===== config.mk =====
export PLATFORM = sky130hd
export DESIGN_NAME = riscv_clint
export DESIGN_NICKNAME = d
export VERILOG_FILES = /design/src/rtl/riscv_clint_pkg.sv /design/src/rtl/riscv_clint_timer.sv /design/src/rtl/riscv_clint.sv
export SDC_FILE = /design/constraint.sdc
export NUM_CORES = 1
export LEC_CHECK = 0
export CORE_ASPECT_RATIO = 2
export CORE_MARGIN = 2
export CORE_UTILIZATION = 53
export DETAILED_ROUTE_END_ITERATION = 10
export GPL_TIMING_DRIVEN = 0
export PLACE_DENSITY = 0.9
export SLEW_MARGIN = 20
export SYNTH_ARGS = -nofsm -noshare
export SYNTH_HDL_FRONTEND = slang
export SYNTH_SLANG_ARGS = --single-unit

===== constraint.sdc =====
create_clock -name i_clk -period 3 [get_ports i_clk]
set_input_delay 0.75 -clock i_clk [delete_from_list [all_inputs] [get_ports i_clk]]
set_output_delay 0.75 -clock i_clk [all_outputs]
set_load 0.01 [all_outputs]

===== src/rtl/riscv_clint_pkg.sv =====
// Shared CLINT definitions: register offsets, FSM encodings and the offset decoder.
package riscv_clint_pkg;

  localparam logic [63:0] CLINT_BASE_DEFAULT = 64'h0000_0000_0200_0000;

  localparam logic [15:0] CLINT_MSIP_OFF     = 16'h0000;
  localparam logic [15:0] CLINT_MTIMECMP_OFF = 16'h4000;
  localparam logic [15:0] CLINT_MTIME_OFF    = 16'hBFF8;

  localparam logic [0:0] ST_IDLE = 1'b0;
  localparam logic [0:0] ST_RESP = 1'b1;

  typedef enum logic [1:0] {
    REG_NONE,
    REG_MSIP,
    REG_MTIMECMP,
    REG_MTIME
  } clint_reg_e;

  // Exact 16-bit match, so misaligned offsets fall through to REG_NONE.
  function automatic clint_reg_e decode_reg(input logic [15:0] off);
    clint_reg_e r;
    r = REG_NONE;
    case (off)
      CLINT_MSIP_OFF:     r = REG_MSIP;
      CLINT_MTIMECMP_OFF: r = REG_MTIMECMP;
      CLINT_MTIME_OFF:    r = REG_MTIME;
      default:            r = REG_NONE;
    endcase
    return r;
  endfunction

endpackage


===== src/rtl/riscv_clint_timer.sv =====
// mtime counter with a TICK_DIV prescaler; a load overrides any tick in the same cycle.
module riscv_clint_timer
  import riscv_clint_pkg::*;
#(
  parameter int unsigned WIDTH    = 64,
  parameter int unsigned TICK_DIV = 1
) (
  input  logic             i_clk,
  input  logic             i_rst_n,
  input  logic             i_load_en,
  input  logic [WIDTH-1:0] i_load_val,
  output logic [WIDTH-1:0] o_mtime
);

  localparam int unsigned PW = (TICK_DIV > 1) ? $clog2(TICK_DIV) : 1;

  logic [PW-1:0]    presc_q, presc_d;
  logic [WIDTH-1:0] mtime_q, mtime_d;
  logic             tick;

  assign tick = (presc_q == PW'(TICK_DIV - 1));

  always_comb begin
    presc_d = tick ? '0 : presc_q + PW'(1);
    mtime_d = mtime_q;
    if (i_load_en) begin
      mtime_d = i_load_val;
    end else if (tick) begin
      mtime_d = mtime_q + WIDTH'(1);
    end
  end

  always_ff @(posedge i_clk or negedge i_rst_n) begin
    if (!i_rst_n) begin
      presc_q <= '0;
      mtime_q <= '0;
    end else begin
      presc_q <= presc_d;
      mtime_q <= mtime_d;
    end
  end

  assign o_mtime = mtime_q;

endmodule


===== src/rtl/riscv_clint.sv =====
// RISC-V core-local interruptor: msip/mtimecmp/mtime behind a registered single-beat bus port.
module riscv_clint
  import riscv_clint_pkg::*;
#(
  parameter int unsigned DBUS_DATA_WIDTH = 64,
  parameter int unsigned DMEM_ADDR_WIDTH = 64,
  parameter logic [63:0] CLINT_BASE      = CLINT_BASE_DEFAULT,
  parameter int unsigned TICK_DIV        = 1
) (
  input  logic                       i_clk,
  input  logic                       i_rst_n,
  input  logic                       i_wr_en,
  input  logic                       i_rd_en,
  input  logic [DMEM_ADDR_WIDTH-1:0] i_addr,
  input  logic [DBUS_DATA_WIDTH-1:0] i_wdata,
  output logic [DBUS_DATA_WIDTH-1:0] o_rdata,
  output logic                       o_rdata_valid,
  output logic                       o_wr_ready,
  output logic                       o_timer_irq,
  output logic                       o_soft_irq
);

  localparam int unsigned W = DBUS_DATA_WIDTH;

  logic [0:0]   state_q, state_d;
  logic [W-1:0] rdata_q, rdata_d;
  logic         rvalid_q, rvalid_d;
  logic         wready_q, wready_d;
  logic         msip_q, msip_d;
  logic [W-1:0] mtimecmp_q, mtimecmp_d;
  logic         tirq_q, tirq_d;

  logic [15:0]  offset;
  clint_reg_e   sel;
  logic         accept;
  logic [W-1:0] rd_val;
  logic [W-1:0] mtime;
  logic         mtime_load;
  logic         unused_addr;

  assign unused_addr = ^i_addr[DMEM_ADDR_WIDTH-1:16];

  assign offset = i_addr[15:0] - CLINT_BASE[15:0];
  assign sel    = decode_reg(offset);
  assign accept = (state_q == ST_IDLE) && (i_rd_en || i_wr_en);

  riscv_clint_timer #(
    .WIDTH    (W),
    .TICK_DIV (TICK_DIV)
  ) u_timer (
    .i_clk      (i_clk),
    .i_rst_n    (i_rst_n),
    .i_load_en  (mtime_load),
    .i_load_val (i_wdata),
    .o_mtime    (mtime)
  );

  always_comb begin
    rd_val = '0;
    case (sel)
      REG_MSIP:     rd_val = {{(W-1){1'b0}}, msip_q};
      REG_MTIMECMP: rd_val = mtimecmp_q;
      REG_MTIME:    rd_val = mtime;
      default:      rd_val = '0;
    endcase
  end

  // Read data is taken from the current register values, so a combined
  // read+write at one address returns the pre-write contents.
  always_comb begin
    state_d    = accept ? ST_RESP : ST_IDLE;
    rdata_d    = (accept && i_rd_en) ? rd_val : rdata_q;
    rvalid_d   = accept && i_rd_en;
    wready_d   = accept && i_wr_en;
    msip_d     = msip_q;
    mtimecmp_d = mtimecmp_q;
    mtime_load = 1'b0;
    if (accept && i_wr_en) begin
      case (sel)
        REG_MSIP:     msip_d     = i_wdata[0];
        REG_MTIMECMP: mtimecmp_d = i_wdata;
        REG_MTIME:    mtime_load = 1'b1;
        default:      ;
      endcase
    end
    tirq_d = (mtime >= mtimecmp_q);
  end

  always_ff @(posedge i_clk or negedge i_rst_n) begin
    if (!i_rst_n) begin
      state_q    <= ST_IDLE;
      rdata_q    <= '0;
      rvalid_q   <= 1'b0;
      wready_q   <= 1'b0;
      msip_q     <= 1'b0;
      mtimecmp_q <= '1;
      tirq_q     <= 1'b0;
    end else begin
      state_q    <= state_d;
      rdata_q    <= rdata_d;
      rvalid_q   <= rvalid_d;
      wready_q   <= wready_d;
      msip_q     <= msip_d;
      mtimecmp_q <= mtimecmp_d;
      tirq_q     <= tirq_d;
    end
  end

  assign o_rdata       = rdata_q;
  assign o_rdata_valid = rvalid_q;
  assign o_wr_ready    = wready_q;
  assign o_timer_irq   = tirq_q;
  assign o_soft_irq    = msip_q;

endmodule


==> results.md, run 1 <==
- Pins Over Slew Limit: 0
- Pre-antenna DRT Iters: 8
- Core area: roughly 19000 sq um
- Worst Setup Start Kind: primary input
- Sequential share of the synthesized area: about 48%
- Final min period: 2.879 ns
- Die area: about 21000 sq um
- Mapped Avg Cell Area: between 9 and 10 sq um
- Post-DR vias/cell: about 6
- Clock skew: around 0.010 ns
- Share of synthesized flip-flops with an asynchronous set or reset: 100.0%
- Hpwl dp: roughly 22000 um
- Final setup fails: 0
- Slew margin rel.: a little under three fifths
- Nets: 1438
- Mapped Nets: between 1000 and 1500
- Number of synthesized flops with an enable pin: 0
- FP Rows: between 70 and 80
- Worst setup path category: in2reg
- Tcrit/Tclk final: roughly 96%
- Post-synthesis instance total: approximately 1100
- Wirelength per Cell: between 15 and 20 um
- CP arrival: between 3 and 4 ns
- Post-place setup slack: -0.7357 ns
- Final WS setup: 0.1208 ns
- Clk sinks: slightly below 200
- H-tree depth: 4
- #FFs+latches synth: between 150 and 200
- Number of cells on the critical path: 7
- Clock-pin slew on the worst setup and hold paths: 0.07 ns
- Root Buffer: clkbuf_16
- Num ports: 200
- Fmax achieved: ~350 MHz
- Worst-Skew Late Latency: approximately 0.45 ns
- Syn-to-layout area delta: 24.65%
- Clock Tree Buf Depth: 2
- Worst Reg-to-Reg Cells: 8
- Slowest cell delay on critical path: about 0.42 ns
- First-pass GRT wire length: 46830 um
- Antenna viol nets, final: 0
- Required @ worst endpoint: 3.37 ns
- Ys Warns: 0
- Total track usage: ~29%
- DR iter-0 viols: between 500 and 600
- Layout cells sized above 1: 15.71%
- Hold crit path type: in2async
- Final Hold Viols: 0
- Worst-Margin Slew: 0.6632 ns
- CTS tree: built
- WL final: 29840 um
- Die height: between 200 and 250 um
- CP max FO: 10
- PD cells: 475.3 nW/um^2
- Max_cap viols: 0
- GPL Wtd Cong: between 0.9 and 1
- Remaining DRCs: 0
- Total CTS buffers: 17
- CP endpoint kind: flip-flop
- Via count: ~9100
- GR Overflow Total: 0
- Die Width: 103.5 um
- Largest net degree at the start of global routing: 83
- Crit path buf inv count: 2
- Port buffer count: 151
- Starting Density: between 50 and 60%
- Peak supply drop: approximately 0.28 mV
- Cell area after synthesis: 10490 sq um
- Fin area: 13080 sq um
- Ys flop type: dfrtp_1
- Status: completed
- Number of global-route vias before repair: between 9000 and 10000
- Initial antenna violation count: 2
- RSZ-0062 raised after global routing: false
- DP Area: between 10000 and 15000 sq um
- Worst-path cell chain: clkdlybuf4s50_1, or3_1, nand4b_1, nor2_4, nand2_2, clkbuf_1, mux2_2
- Crit-path slowest cell: or3_1
- Leak pwr: ~5.4 nW
- Netlist cell types: 48
- CP top delay family: simple AND/OR/NAND/NOR gates
[flip-flops by register name, indices dropped and copies added (netlist names)]
signal           cells
o_wr_ready           1
state_q              1
o_soft_irq           1
o_rdata_valid        1
mtimecmp_q          64
o_timer_irq          1
u_timer.o_mtime     64
o_rdata             64
[worst reg2reg max path, stage by stage, from the launching register on]
cell and delay [ns]:
dfrtp_1 0.47, ha_1 0.24, nand3_1 0.26, nor2_1 0.42, nand3_2 0.27, or3_1 0.44
buf_6 0.16, or3_1 0.33, a31oi_1 0.18
[worst paths after layout]
check,startpoint,end,slack [ns]
setup / recovery,i_addr[2],mtimecmp_q[61],0.12
hold / removal,i_rst_n,o_rdata[27],0.19
setup reg to reg,u_timer.o_mtime[0],u_timer.o_mtime[56],0.16
hold reg to reg,o_rdata[57],o_rdata[57],0.51
max in group asynchronous,i_rst_n,mtimecmp_q[62],2.07
min in group i_clk,o_rdata[57],o_rdata[57],0.51
[cell type report]
type                       count  area, sq um
fill                        1361         6291
clock buffer                  20        456.7
sequential                   197         5010
timing repair buffer         156         1607
buffer                        48        216.5
inverter                      77        289.0
multi-input combinational    744         5025
clock inverter                12        145.1
antenna                        2        5.005
tap                          259        324.1
[Yosys cell counts (2+ instances only)]
cell | instances | area, sq um
mux2_1 | 6 | 67.56
nor2_1 | 205 | 769.5
and3_1 | 6 | 37.54
a31oi_1 | 2 | 12.51
a221o_1 | 2 | 20.02
dfrtp_1 | 133 | 3328
mux2_2 | 62 | 698.2
nand2_1 | 47 | 176.4
nand3_1 | 25 | 125.1
nor3_2 | 3 | 30.03
dfstp_2 | 64 | 1682
xor2_1 | 18 | 157.7
xnor2_1 | 43 | 376.6
and4_1 | 2 | 17.52
nand4_1 | 28 | 175.2
clkbuf_1 | 43 | 161.4
a221oi_1 | 53 | 464.2
a21oi_1 | 84 | 420.4
inv_1 | 76 | 285.3
nand2b_1 | 2 | 12.51
or3_1 | 7 | 43.79
ha_1 | 65 | 813.3
a22oi_1 | 10 | 75.07
nor4_1 | 10 | 62.56
a211oi_1 | 2 | 15.01
nor2b_1 | 2 | 12.51
a211o_1 | 2 | 17.52
and2_1 | 2 | 12.51
a21o_1 | 8 | 60.06
o21ai_0 | 21 | 105.1
nor3_1 | 10 | 50.05
buf_6 | 3 | 33.78
nand3_2 | 2 | 20.02
or2_2 | 4 | 25.02
[through the flow]
step / total power [mW] / instances / TNS (ns) / util, % / hold WS, ns
after CTS: 6.228 / 1510 / 0 / 67.15 / 0.1978
after global placement: 3.869 / 1476 / -1261.16 / 63.64 / 0.4614
after floorplan: 3.303 / 1066 / 0 / - / 0.4544
after detailed placement: 3.910 / 1478 / -108.98 / 63.95 / 0.4697
after global routing: 6.419 / 1515 / 0 / 67.52 / 0.2134
final: 6.216 / 1515 / 0 / 67.52 / 0.1863
[per-layer routing]
layer | vias up | global-route usage, % | share of wire (%) | routed length, um
met5 | - | 0 | 0 | 0
met4 | 0 | 21.90 | 7.1 | 2131
met3 | 162 | 4.613 | 5.3 | 1576
met2 | 435 | 49.77 | 53 | 15830
met1 | 4432 | 30.16 | 35 | 10300
li1 | 4075 | - | - | -
[power breakdown]
group / switching [mW] / internal [mW]
Sequential: 0.107 / 2.83
Combinational: 0.436 / 0.497
Clock: 1.06 / 1.29
[cells in the final DEF, fill, tap and decap left out, drive strengths merged, types with 2 or more instances in the layout]
master / instances
clkdlybuf4s50: 150
mux2: 68
nor2b: 2
clkbuf: 63
and2: 2
and4: 3
nand3: 27
nand2: 47
a211o: 2
bufinv: 2
a221oi: 53
a22oi: 10
a31oi: 2
a21o: 8
nor2: 206
a211oi: 2
a21oi: 84
a221o: 2
diode: 2
ha: 65
inv: 80
nand4: 29
xnor2: 43
o21ai: 21
dfstp: 64
dfrtp: 133
or2: 4
nand2b: 2
or3: 7
buf: 11
nor4: 12
xor2: 18
clkinvlp: 2
clkinv: 5
and3: 6
nor3: 13
[cell families (layout without fill, tap and decap cells)]
| kind of cell | Yosys count | count (layout) | synth area share [%] |
|---|---|---|---|
| mux | 69 | 69 | 7.394 |
| compound gates | 186 | 186 | 11.52 |
| fa+ha+maj | 65 | 65 | 7.752 |
| flops | 197 | 197 | 47.75 |
| buf+inv | 125 | 313 | 4.699 |
| xor+xnor | 61 | 61 | 5.092 |
| other cells | 0 | 2 | 0 |
| simple gates | 363 | 363 | 15.79 |
[timing repair]
item	CTS	global route
buffers inserted	0	3
setup endpoints to repair	170	98
pin swaps	0	1
hold buffers	0	0
resized for setup	6	18
(Power assumes the default switching activity.)
==> run 2, diff against run 1 <==
--- a/config.mk
+++ b/config.mk
@@ -11,7 +11,7 @@
 export DETAILED_ROUTE_END_ITERATION = 10
 export GPL_TIMING_DRIVEN = 0
 export PLACE_DENSITY = 0.9
-export SLEW_MARGIN = 20
+export SLEW_MARGIN = 15
 export SYNTH_ARGS = -nofsm -noshare
 export SYNTH_HDL_FRONTEND = slang
 export SYNTH_SLANG_ARGS = --single-unit
==> results of run 2 <==
The final DEF is identical to that of run 1; final timing and power are the same.
==> run 3, diff against run 2 <==
--- a/config.mk
+++ b/config.mk
@@ -10,7 +10,7 @@
 export CORE_UTILIZATION = 53
 export DETAILED_ROUTE_END_ITERATION = 10
 export GPL_TIMING_DRIVEN = 0
-export PLACE_DENSITY = 0.9
+export PLACE_DENSITY_LB_ADDON = 0.15
 export SLEW_MARGIN = 15
 export SYNTH_ARGS = -nofsm -noshare
 export SYNTH_HDL_FRONTEND = slang
==> run 3 against run 2 <==
Maximum frequency is 1.2% higher. Clock skew is 0.0029 ns lower. Cell count stayed put. Global-route usage is 1.0 points lower. Wire length is 7.2% lower. First-iteration DRC count is 38% lower.
==> results.md, run 3 (synthesized netlist as in run 1, its figures left out) <==
- Status: completed (unchanged)
- Root Buffer: clkbuf_16 (unchanged)
- Final Hold Viols: 0 (unchanged)
- Worst-Skew Late Latency: 0.45 ns (about the same)
- Port buffer count: 151 (unchanged)
- CP max FO: 3 (was 10)
- Tcrit/Tclk final: 94.85% (was 95.97%)
- Hpwl dp: 20810 um (was 21500 um)
- RSZ-0062 raised after global routing: false (unchanged)
- Required @ worst endpoint: 3.38 ns (was 3.37 ns)
- Largest net degree at the start of global routing: 93 (was 83)
- CP endpoint kind: flip-flop (unchanged)
- First-pass GRT wire length: 44930 um (was 46830 um)
- Antenna viol nets, final: 0 (unchanged)
- Pins Over Slew Limit: 0 (unchanged)
- Num ports: 200 (unchanged)
- R2r startpoint: mtimecmp_q[30] (was u_timer.o_mtime[0])
- Hold crit path type: in2async (unchanged)
- Commonest non-fill, non-tap cells in the layout: nor2_1 (205), clkdlybuf4s50_1 (150), dfrtp_1 (133) (unchanged)
- Leak pwr: 5.433 nW (was 5.435 nW)
- Worst-Margin Slew: 0.8842 ns (was 0.6632 ns)
- Slew margin rel.: 40.60% (was 55.78%)
- Remaining DRCs: 0 (unchanged)
- Total track usage: 27.86% (was 28.86%)
- Die area: 21000 sq um (unchanged)
- Final Core Density: 67.48% (was 67.52%)
- Pre-antenna DRT Iters: 5 (was 8)
- Fmax achieved: 351.4 MHz (was 347.3 MHz)
- Worst setup path startpoint: mtimecmp_q[30] (was i_addr[2])
- Power, Total: 6.278 mW (was 6.216 mW)
- Final min period: 2.845 ns (was 2.879 ns)
- Number of global-route vias before repair: 8994 (was 9765)
- Peak supply drop: 0.4240 mV (was 0.2785 mV)
- Clock-pin slew on the worst setup and hold paths: 0.07 ns (about the same)
- Syn-to-layout area delta: 24.58% (was 24.65%)
- CP top delay family: simple AND/OR/NAND/NOR gates (unchanged)
- Post-DR vias/cell: 5.654 (was 6.009)
- PD cells: 480.3 nW/um^2 (was 475.3 nW/um^2)
- Commonest non-fill, non-tap cell in the layout: nor2_1 (unchanged)
- Worst-path cell chain: inv_1, ha_1, nand4_1, nor3_1, nor3b_1, o41a_1, a31oi_1, a21oi_1, or4_1 (was clkdlybuf4s50_1, or3_1, nand4b_1, nor2_4, nand2_2, clkbuf_1, mux2_2)
- Worst Setup Start Kind: flip-flop (was primary input)
- Initial antenna violation count: 2 (unchanged)
- Wirelength per Cell: 18.28 um (was 19.70 um)
- FP Rows: 72 (unchanged)
- Crit path buf inv count: 1 (was 2)
- Fillers: 1568 (was 1361)
- Max_cap viols: 0 (unchanged)
- Core area: 19370 sq um (unchanged)
- Clock Tree Buf Depth: 2 (unchanged)
- Crit-path slowest cell: dfstp_2 (was or3_1)
- Slowest cell delay on critical path: 0.55 ns (was 0.42 ns)
- Via count: 8566 (was 9104)
- Layout cells sized above 1: 15.15% (was 15.71%)
- WL final: 27690 um (was 29840 um)
- CTS tree: built (unchanged)
- CP arrival: 3.23 ns (was 3.25 ns)
- DR iter-0 viols: 351 (was 563)
- Die height: 203.0 um (unchanged)
- GR Overflow Total: 0 (unchanged)
- Nets: 1438 (unchanged)
- Starting Density: 54.17% (unchanged)
- GPL Wtd Cong: 0.8925 (was 0.9397)
- CTS Hold Bufs: 0 (unchanged)
- Final setup fails: 0 (unchanged)
- Die Width: 103.5 um (unchanged)
- Total CTS buffers: 17 (unchanged)
- Worst setup path category: reg2reg (was in2reg)
- H-tree depth: 4 (unchanged)
- Clk sinks: 197 (unchanged)
- Clock skew: 0.007605 ns (was 0.01049 ns)
## run 3: power by group
part           internal (mW)  switching [mW]  total (mW)
clock network           1.44           0.998        2.44
logic                  0.497           0.418       0.915
registers               2.83           0.101        2.93
## run 3: final cells by class
class	count	area, sq um	area share, %
inverters	77	289.0	2.211
multi-input cells	744	5014	38.36
well taps	259	324.1	2.479
repair buffers	156	1594	12.20
flip-flops and latches	197	5010	38.33
clock inverters	9	152.6	1.168
clock buffers	23	467.9	3.580
plain buffers	48	214.0	1.637
diodes	2	5.005	0.03829
## run 3: path summary, 6_finish.rpt
check | endpoint | slack, ns | cells past startpoint
worst max-delay path | o_timer_irq | 0.15 | 9
worst min-delay path | o_rdata[40] | 0.14 | 1
worst max register to register | o_timer_irq | 0.15 | 9
worst min register to register | o_rdata[59] | 0.49 | 2
max in group asynchronous | mtimecmp_q[6] | 1.73 | 3
min in group i_clk | o_rdata[59] | 0.49 | 2
## run 3: stage by stage
| step | hold WS [ns] | area [sq um] | setup TNS [ns] | std cells | setup slack [ns] |
|---|---|---|---|---|---|
| floorplan | 0.4544 | 10490 | 0 | 1066 | 0.4742 |
| global placement | 0.4621 | 12330 | -1324.93 | 1476 | -6.991 |
| detailed placement | 0.4762 | 12390 | -118.56 | 1478 | -0.7537 |
| CTS | 0.1350 | 13030 | 0 | 1510 | 0.06328 |
| global route | 0.1469 | 13070 | 0 | 1515 | 0.02861 |
| finish | 0.1382 | 13070 | 0 | 1515 | 0.1546 |
## run 3: timing repair
action / in CTS / in global routing
gates resized for setup: 9 / 6
buffers inserted: 0 / 3
pin swaps: 0 / 1
setup endpoints to repair: 171 / 101
## run 3: routing by layer
metal,track usage (%),part of all wire [%]
met1,32.13,39
met2,49.47,55
met3,3.924,2.7
met4,12.73,3.6
met5,0,0
